File: config.mk
export PLATFORM = sky130hd
export DESIGN_NAME = fetch_unit
export DESIGN_NICKNAME = d
export VERILOG_FILES = /design/src/rtl/fetch_pkg.sv /design/src/rtl/fetch_pc_fifo.sv /design/src/rtl/fetch_unit.sv
export SDC_FILE = /design/constraint.sdc
export NUM_CORES = 1
export LEC_CHECK = 0
export ABC_CLOCK_PERIOD_IN_PS = 2710
export CORE_UTILIZATION = 30
export DETAILED_ROUTE_END_ITERATION = 8
export DONT_BUFFER_PORTS = 1
export GPL_TIMING_DRIVEN = 1
export MAX_ROUTING_LAYER = met4
export PLACE_DENSITY = 0.44
export SLEW_MARGIN = 20
export SYNTH_ARGS = -nofsm -noshare
export SYNTH_HDL_FRONTEND = slang
export SYNTH_HIERARCHICAL = 1
export SYNTH_SLANG_ARGS = --single-unit
File: constraint.sdc
create_clock -name clk -period 2.71 [get_ports clk]
set_clock_uncertainty 0.2 [all_clocks]
set_input_delay 0.271 -clock clk [delete_from_list [all_inputs] [get_ports clk]]
set_output_delay 0.271 -clock clk [all_outputs]
set_load 0.1 [all_outputs]
File: src/rtl/fetch_pkg.sv
// Shared definitions for the fetch stage: PC step, default reset address,
// the memory request struct and a hex-digit helper used by the optional trace.
package fetch_pkg;

    localparam int unsigned FETCH_ADDR_BITS = 32;

    localparam logic [FETCH_ADDR_BITS-1:0] INST_STEP        = 32'd4;
    localparam logic [FETCH_ADDR_BITS-1:0] DEFAULT_RST_ADDR = 32'h0;

    typedef struct packed {
        logic [FETCH_ADDR_BITS-1:0] addr;
    } fetch_req_t;

    // ASCII lower-case hex digit for one nibble.
    function automatic logic [7:0] hex_char(input logic [3:0] nib);
        return (nib < 4'd10) ? (8'h30 + {4'h0, nib}) : (8'h57 + {4'h0, nib});
    endfunction

endpackage

File: src/rtl/fetch_pc_fifo.sv
// Synchronous FIFO holding the PCs of in-flight fetch requests, in issue order.
// Push while full and pop while empty are ignored.
module fetch_pc_fifo
    import fetch_pkg::*;
#(
    parameter int unsigned p_depth = 2,
    parameter int unsigned p_width = 32,
    localparam int unsigned c_ptr_bits = (p_depth > 1) ? $clog2(p_depth) : 1,
    localparam int unsigned c_cnt_bits = $clog2(p_depth + 1)
) (
    input  logic                  clk,
    input  logic                  rst,
    input  logic                  push,
    input  logic [p_width-1:0]    push_data,
    input  logic                  pop,
    output logic [p_width-1:0]    head,
    output logic                  full,
    output logic                  empty,
    output logic [c_cnt_bits-1:0] count
);

    logic [p_width-1:0]    mem [p_depth];
    logic [c_ptr_bits-1:0] wr_ptr;
    logic [c_ptr_bits-1:0] rd_ptr;
    logic                  do_push;
    logic                  do_pop;

    function automatic logic [c_ptr_bits-1:0] next_ptr(input logic [c_ptr_bits-1:0] p);
        return (p == c_ptr_bits'(p_depth - 1)) ? '0 : p + c_ptr_bits'(1);
    endfunction

    assign full    = (count == c_cnt_bits'(p_depth));
    assign empty   = (count == '0);
    assign do_push = push & ~full;
    assign do_pop  = pop & ~empty;
    assign head    = mem[rd_ptr];

    // NOTE: the storage array is deliberately not reset; count/pointers alone
    // decide which entries are valid, and leaving it reset-free lets it map to RAM.
    always_ff @(posedge clk) begin
        if (do_push) begin
            mem[wr_ptr] <= push_data;
        end
    end

    // NOTE: sequential state uses non-blocking assignments so every register
    // samples pre-edge values regardless of block ordering.
    always_ff @(posedge clk) begin
        if (rst) begin
            wr_ptr <= '0;
            rd_ptr <= '0;
            count  <= '0;
        end else begin
            if (do_push) wr_ptr <= next_ptr(wr_ptr);
            if (do_pop)  rd_ptr <= next_ptr(rd_ptr);
            unique case ({do_push, do_pop})
                2'b10:   count <= count + c_cnt_bits'(1);
                2'b01:   count <= count - c_cnt_bits'(1);
                default: count <= count;
            endcase
        end
    end

endmodule

File: src/rtl/fetch_unit.sv
// Fetch stage: owns the PC, keeps up to p_max_in_flight requests outstanding,
// pairs responses with their PCs and drops stale ones after a squash.
// Optional FETCH_UNIT_TRACE_EN builds a per-cycle ASCII trace vector.
module fetch_unit
    import fetch_pkg::*;
#(
    parameter int unsigned            p_addr_bits     = 32,
    parameter int unsigned            p_inst_bits     = 32,
    parameter logic [p_addr_bits-1:0] p_rst_addr      = p_addr_bits'(DEFAULT_RST_ADDR),
    parameter int unsigned            p_max_in_flight = 2
) (
    input  logic                   clk,
    input  logic                   rst,

    output logic                   mem_req_val,
    input  logic                   mem_req_rdy,
    output logic [p_addr_bits-1:0] mem_req_addr,

    input  logic                   mem_resp_val,
    output logic                   mem_resp_rdy,
    input  logic [p_inst_bits-1:0] mem_resp_data,

    output logic                   d_val,
    input  logic                   d_rdy,
    output logic [p_addr_bits-1:0] d_pc,
    output logic [p_inst_bits-1:0] d_inst,
    input  logic                   d_squash,
    input  logic [p_addr_bits-1:0] d_branch_target
);

    localparam int unsigned c_cnt_bits = $clog2(p_max_in_flight + 1);

    logic [p_addr_bits-1:0] pc;
    logic [c_cnt_bits-1:0]  drop_cnt;
    logic [c_cnt_bits-1:0]  fifo_count;
    logic [p_addr_bits-1:0] fifo_head;
    logic                   fifo_full;
    logic                   fifo_empty;
    logic                   stale;
    logic                   req_fire;
    logic                   resp_fire;
    fetch_req_t             req;

    assign stale = (drop_cnt != '0);

    // Issue side: nothing goes out in reset, in a squash cycle, or when full.
    assign req.addr     = FETCH_ADDR_BITS'(pc);
    assign mem_req_val  = ~rst & ~d_squash & ~fifo_full;
    assign mem_req_addr = p_addr_bits'(req.addr);
    assign req_fire     = mem_req_val & mem_req_rdy;

    // Stale responses are always swallowed; live ones wait for decode unless squashed.
    assign mem_resp_rdy = ~rst & (stale | d_rdy | d_squash);
    assign resp_fire    = mem_resp_val & mem_resp_rdy;

    assign d_val  = ~rst & ~stale & mem_resp_val;
    assign d_pc   = fifo_head;
    assign d_inst = mem_resp_data;

    fetch_pc_fifo #(
        .p_depth (p_max_in_flight),
        .p_width (p_addr_bits)
    ) u_pc_fifo (
        .clk       (clk),
        .rst       (rst),
        .push      (req_fire),
        .push_data (pc),
        .pop       (resp_fire),
        .head      (fifo_head),
        .full      (fifo_full),
        .empty     (fifo_empty),
        .count     (fifo_count)
    );

    // A squash never coincides with an issue, so post-pop occupancy is exactly
    // the number of responses still owed by memory, all of which are now stale.
    always_ff @(posedge clk) begin
        if (rst) begin
            pc       <= p_rst_addr;
            drop_cnt <= '0;
        end else if (d_squash) begin
            pc       <= d_branch_target;
            drop_cnt <= fifo_count - c_cnt_bits'(resp_fire);
        end else begin
            if (req_fire) begin
                pc <= pc + p_addr_bits'(INST_STEP);
            end
            if (stale && resp_fire) begin
                drop_cnt <= drop_cnt - c_cnt_bits'(1);
            end
        end
    end

    // A response with no request outstanding means the memory broke protocol.
    assert property (@(posedge clk) disable iff (rst) !(mem_resp_val && fifo_empty));

`ifdef FETCH_UNIT_TRACE_EN
    localparam int unsigned c_pc_chars    = (p_addr_bits + 3) / 4;
    localparam int unsigned c_inst_chars  = (p_inst_bits + 3) / 4;
    localparam int unsigned c_trace_chars = c_pc_chars + 1 + c_inst_chars;

    logic [8*c_trace_chars-1:0] trace;
    logic                       xfer;
    logic                       drop;

    assign xfer = d_val & d_rdy & ~d_squash;
    assign drop = resp_fire & (stale | d_squash);

    // NOTE: combinational blocks assign a default first so no path leaves
    // the output unassigned, which would otherwise infer a latch.
    always_comb begin
        trace = {c_trace_chars{8'h20}};
        if (xfer) begin
            for (int i = 0; i < int'(c_pc_chars); i++) begin
                trace[8*(c_trace_chars-1-i) +: 8] = hex_char(4'(d_pc >> (4*(c_pc_chars-1-i))));
            end
            trace[8*(c_inst_chars) +: 8] = 8'h3a;
            for (int i = 0; i < int'(c_inst_chars); i++) begin
                trace[8*(c_inst_chars-1-i) +: 8] = hex_char(4'(d_inst >> (4*(c_inst_chars-1-i))));
            end
        end else if (drop) begin
            trace[8*(c_trace_chars-1) +: 8] = 8'h23;
        end
    end
`endif

endmodule

# Yosys cells after proc, flatten, opt, wreduce, memory -nomap -nowiden

Memory sizes are Yosys's and may differ from the RTL's. A register that Yosys moved wholly into a read port is not among the register bits.
Index checks and enable logic that the tools add are counted.

Add/subtract/negate cells: 7
Eq/ne operators: 3
Multiplexer cells: 11
Bitwise logic cells: 16
Reduce and logical (&&, ||, !) cells: 6

Operators by type and width:

| operator                                             | count |
|---|---|
| two-way mux 32 bit                                   | 2 |
| adder 32 x 3 -> 32 bit (second input constant)       | 1 |
| bitwise AND 1 bit                                    | 9 |
| nonzero test 2 bit                                   | 4 |
| two-way mux 1 bit                                    | 6 |
| inverter 1 bit                                       | 5 |
| equality test 2 bit (second input constant)          | 2 |
| two-way mux 2 bit                                    | 2 |
| one-hot mux 2 bit (2 select lines)                   | 1 |
| subtractor 2 x 1 -> 2 bit (second input constant)    | 2 |
| adder 1 bit (second input constant)                  | 2 |
| adder 2 x 1 -> 2 bit (second input constant)         | 1 |
| equality test 2 x 1 -> 1 bit (second input constant) | 1 |
| logical NOT 2 bit                                    | 1 |
| OR 1 bit                                             | 2 |
| subtractor 2 x 1 -> 2 bit                            | 1 |
| logical AND 1 bit                                    | 1 |

Flip-flop bits (word level): 38
Bits in writable memories: 64
Input bits: 70
Output and inout port bits: 99
Logic and storage cells: 49
Memories: 1

Memories:

| name          | words | width | rd ports | clocked after Yosys merged registers in | wr ports | line                | text |
|---|---|---|---|---|---|---|---|
| u_pc_fifo.mem | 2     | 32    | 1        | 1                                       | 1        | fetch_pc_fifo.sv:22 | `logic [p_width-1:0] mem [p_depth];` |

# Longest topological paths before layout

Depth after elaboration: 8
Gate-level depth with buffers: 10
Depth with buffers taken out: 9

# Hierarchy

Netlist, hierarchy kept.

Modules (own cells, without submodules):

| module        | instances | cells an instance | area each (µm²) | seq. area each (µm²) |
|---|---|---|---|---|
| fetch_pc_fifo | 1         | 126               | 2,524.9         | 2,021.9 |
| fetch_unit    | 1         | 314               | 2,431.1         | 680.7 |

# Worst setup path before layout

No wires, ideal clock.

Kind: input to output
From: in d_squash
To: out mem_req_val
Data arrival time: 2.940 ns
Data required time: 2.239 ns
Path slack: -0.701 ns
Stages: 4
Path buffers: 3
Path through: clkbuf_1 -> clkbuf_1 -> clkbuf_1 -> nor3_1

Cells in the longest elaborated chain, start to end: 3

RTL lines:

| element                        | line             | text |
|---|---|---|
| start: declaration             | fetch_unit.sv:27 | `input logic d_squash,` |
| inverter 1 bit                 | fetch_unit.sv:48 | `assign mem_req_val = ~rst & ~d_squash & ~fifo_full;` |
| bitwise AND 1 bit (2 in a row) | fetch_unit.sv:48 |  |
| end: declaration               | fetch_unit.sv:15 | `output logic mem_req_val,` |

Every way passes these cells.

# Worst setup path after layout

From: reg u_pc_fifo.count[0]
To: mem u_pc_fifo.mem[0][3], enable pin

Cells in the longest elaborated chain, start to end: 7

RTL lines:

| element                                 | line                | text |
|---|---|---|
| start: declaration                      | fetch_pc_fifo.sv:19 | `output logic [c_cnt_bits-1:0] count` |
| start signal: assignment                | fetch_pc_fifo.sv:57 | `2'b10: count <= count + c_cnt_bits'(1);` |
| start signal: assignment                | fetch_pc_fifo.sv:58 | `2'b01: count <= count - c_cnt_bits'(1);` |
| start signal: assignment                | fetch_pc_fifo.sv:59 | `default: count <= count;` |
| equality test 2 bit                     | fetch_pc_fifo.sv:32 | `assign full = (count == c_cnt_bits'(p_depth));` |
| via fifo_full                           | fetch_unit.sv:37    | `logic fifo_full;` |
| inverter 1 bit                          | fetch_unit.sv:48    |  |
| bitwise AND 1 bit                       | fetch_unit.sv:48    |  |
| bitwise AND 1 bit                       | fetch_unit.sv:50    | `assign req_fire = mem_req_val & mem_req_rdy;` |
| via req_fire                            | fetch_unit.sv:40    | `logic req_fire;` |
| bitwise AND 1 bit                       | fetch_pc_fifo.sv:34 | `assign do_push = push & ~full;` |
| two-way mux 1 bit                       | fetch_pc_fifo.sv:41 | `if (do_push) begin` |
| two-way mux 1 bit (implied by the code) | fetch_pc_fifo.sv:42 | `mem[wr_ptr] <= push_data;` |
| end: declaration                        | fetch_pc_fifo.sv:22 |  |

The timed path passes the listed nets, and every way through them passes these cells.

==> results.txt <==
Worst slew margin: 58.1%
hpwl dp: 9.07 mm
max-cap violations: 0
FMAX: 0.392 GHz
Remaining DRCs: 0
fillers: 1618
non-filler instance count after layout: 714
TNS Setup: 0 ns
clk buf depth: 2
Seq pwr share: 47.1%
Power per Cell Area: 621 nW/µm²
Area Growth Syn to Fin: 22.3%
Die X-Extent: 130 µm
switching share of power: 31.9%
vias: 3609
Netlist Area Pre-Place: 4950 µm²
IO Count: 169
Int Pwr: 2.56 mW
min-delay worst type: input port to register
Overflow after GRT: 0
hold slack: 0.0181 ns
placed cells: 667
Die Height: 130 µm
Setup WS pre-CTS: 0.0993 ns
share of cells above drive strength 1: 25.9%
clock power share: 32.0%
LEAKAGE: 2.14 nW
first-pass GRT wire length: 20.3 mm
DRT antenna net count: 0
period utilisation layout: 94.1%
Final Total Pwr: 3.76 mW
largest net degree at the start of global routing: 41
min cycle time layout: 2.55 ns
Setup CP Type: register to register
final WL: 13.3 mm
Worst-path clk slew: 0.07 ns
number of port buffers: 0
Final nets: 567
Syn Area/Cell: 11.3 µm²
standard-cell rows: 46
worst skew pair latency: 0.35 ns
Final Hold Viols: 0
Setup crit start kind: register
status: complete, no violations
synthesized net count: 513
DRT Pass-1 Iters: 4
GRT Total Usage: 16.6%
Peak VDD IR: 0.315 mV
Post-Syn Instances: 439
initial detailed-routing violation count: 200
vias in the first global route: 3527
Comb pwr share: 20.9%
initial antenna violation count: 0
required time of the critical path: 2.55 ns
transition at the pin with the smallest max-transition slack: 0.628 ns
Net Switching: 1.20 mW
Starting Density: 31.0%
crit path capture type: register
TritonCTS buffer count: 9
gpl congestion: 0.796
synth warn: 6
CORE AREA: 16000 µm²
clock sinks: 103
Final Util: 37.8%
post-route setup slack: 0.161 ns
antenna cells: 0
CTS root buffer: clkbuf_16
Multi-input gate area: 1870 µm²
worst-path fanout max: 32
CTS tree: built
FF+latch area: 2740 µm²
Final Setup Violations: 0
wire per inst: 18.6 µm
Final Cell Area: 6050 µm²
Max Slew Vio Count: 0
htree depth: 3
placed cell area: 5450 µm²
Worst EP arrival: 2.39 ns
Die Area: 17000 µm²
RSZ-0062 raised after global routing: false
vias per inst: 5.05
total setup buffers inserted after CTS: 0
layout by cell type, fill, tap and decap left out, types with 8 or more instances in the layout:
master	count
buf_4	65
edfxtp_1	64
nor2_1	29
dlygate4sd3_1	29
nand2_1	28
dfxtp_2	19
dfxtp_1	17
mux2_1	17
inv_1	15
mux2_2	15
nand3_1	13
or3_1	12
a211oi_1	10
a21oi_1	10
or4_1	9
clkbuf_16	9
a311oi_1	8
xnor2_1	8
what timing repair did:
item | 4_1_cts | 5_1_grt
endpoints found under the setup margin | 0 | 32
hold endpoints to repair | 38 | 0
hold buffers | 31 | 0
gates resized for setup | 0 | 1
registers in the layout, summed over array words and instances (netlist names), named ones only:
| name | cells |
|---|---|
| u_pc_fifo/mem | 64 |
| drop_cnt | 2 |
| u_pc_fifo/rd_ptr | 1 |
| u_pc_fifo/wr_ptr | 1 |
| u_pc_fifo/count | 2 |
| mem_req_addr | 32 |
area by class of cell:
type	instances	share of cell area, %
Clock buffer	12	4.07
Clock inverter	4	0.372
Inverter	18	1.18
Multi-Input combinational cell	264	30.9
Sequential cell	103	45.2
Tap cell	216	4.46
Timing Repair Buffer	97	13.8
power groups by stage:
stage               Combinational [mW]  Sequential (mW)  Clock (mW)
global placement                 0.726             1.80           0
global route                     0.825             1.78        1.30
floorplan                        0.586             2.04           0
detailed placement               0.730             1.81           0
finish                           0.786             1.77        1.20
CTS                              0.793             1.77        1.24
worst paths after layout:
kind	from	end	slack (ns)	cells after the start
worst max-delay path	u_pc_fifo/count[0]	u_pc_fifo/mem[0][3]	0.16	8
worst min-delay path	d_squash	drop_cnt[0]	0.02	2
worst max register to register	u_pc_fifo/count[0]	u_pc_fifo/mem[0][3]	0.16	8
worst min register to register	mem_req_addr[1]	u_pc_fifo/mem[0][1]	0.29	0
critical path: stages, from the launching register on:
cell and delay (ns):
dfxtp_2 0.38, nand2b_2 0.15, inv_2 0.08, or4b_1 0.51, inv_2 0.12, inv_1 0.05
or3_1 0.40, clkinvlp_4 0.11, buf_12 0.19
metal layers:
| layer | part of all wire (%) | vias up | track usage (%) |
|---|---|---|---|
| met1 | 45 | 1764 | 20.8 |
| met3 | 6.5 | 30 | 3.83 |
| met5 | 0 | - | - |
| li1 | - | 1731 | - |
| met2 | 47 | 84 | 26.3 |
| met4 | 1.7 | 0 | 5.95 |
Note: power is estimated with default switching activity, not from simulation.
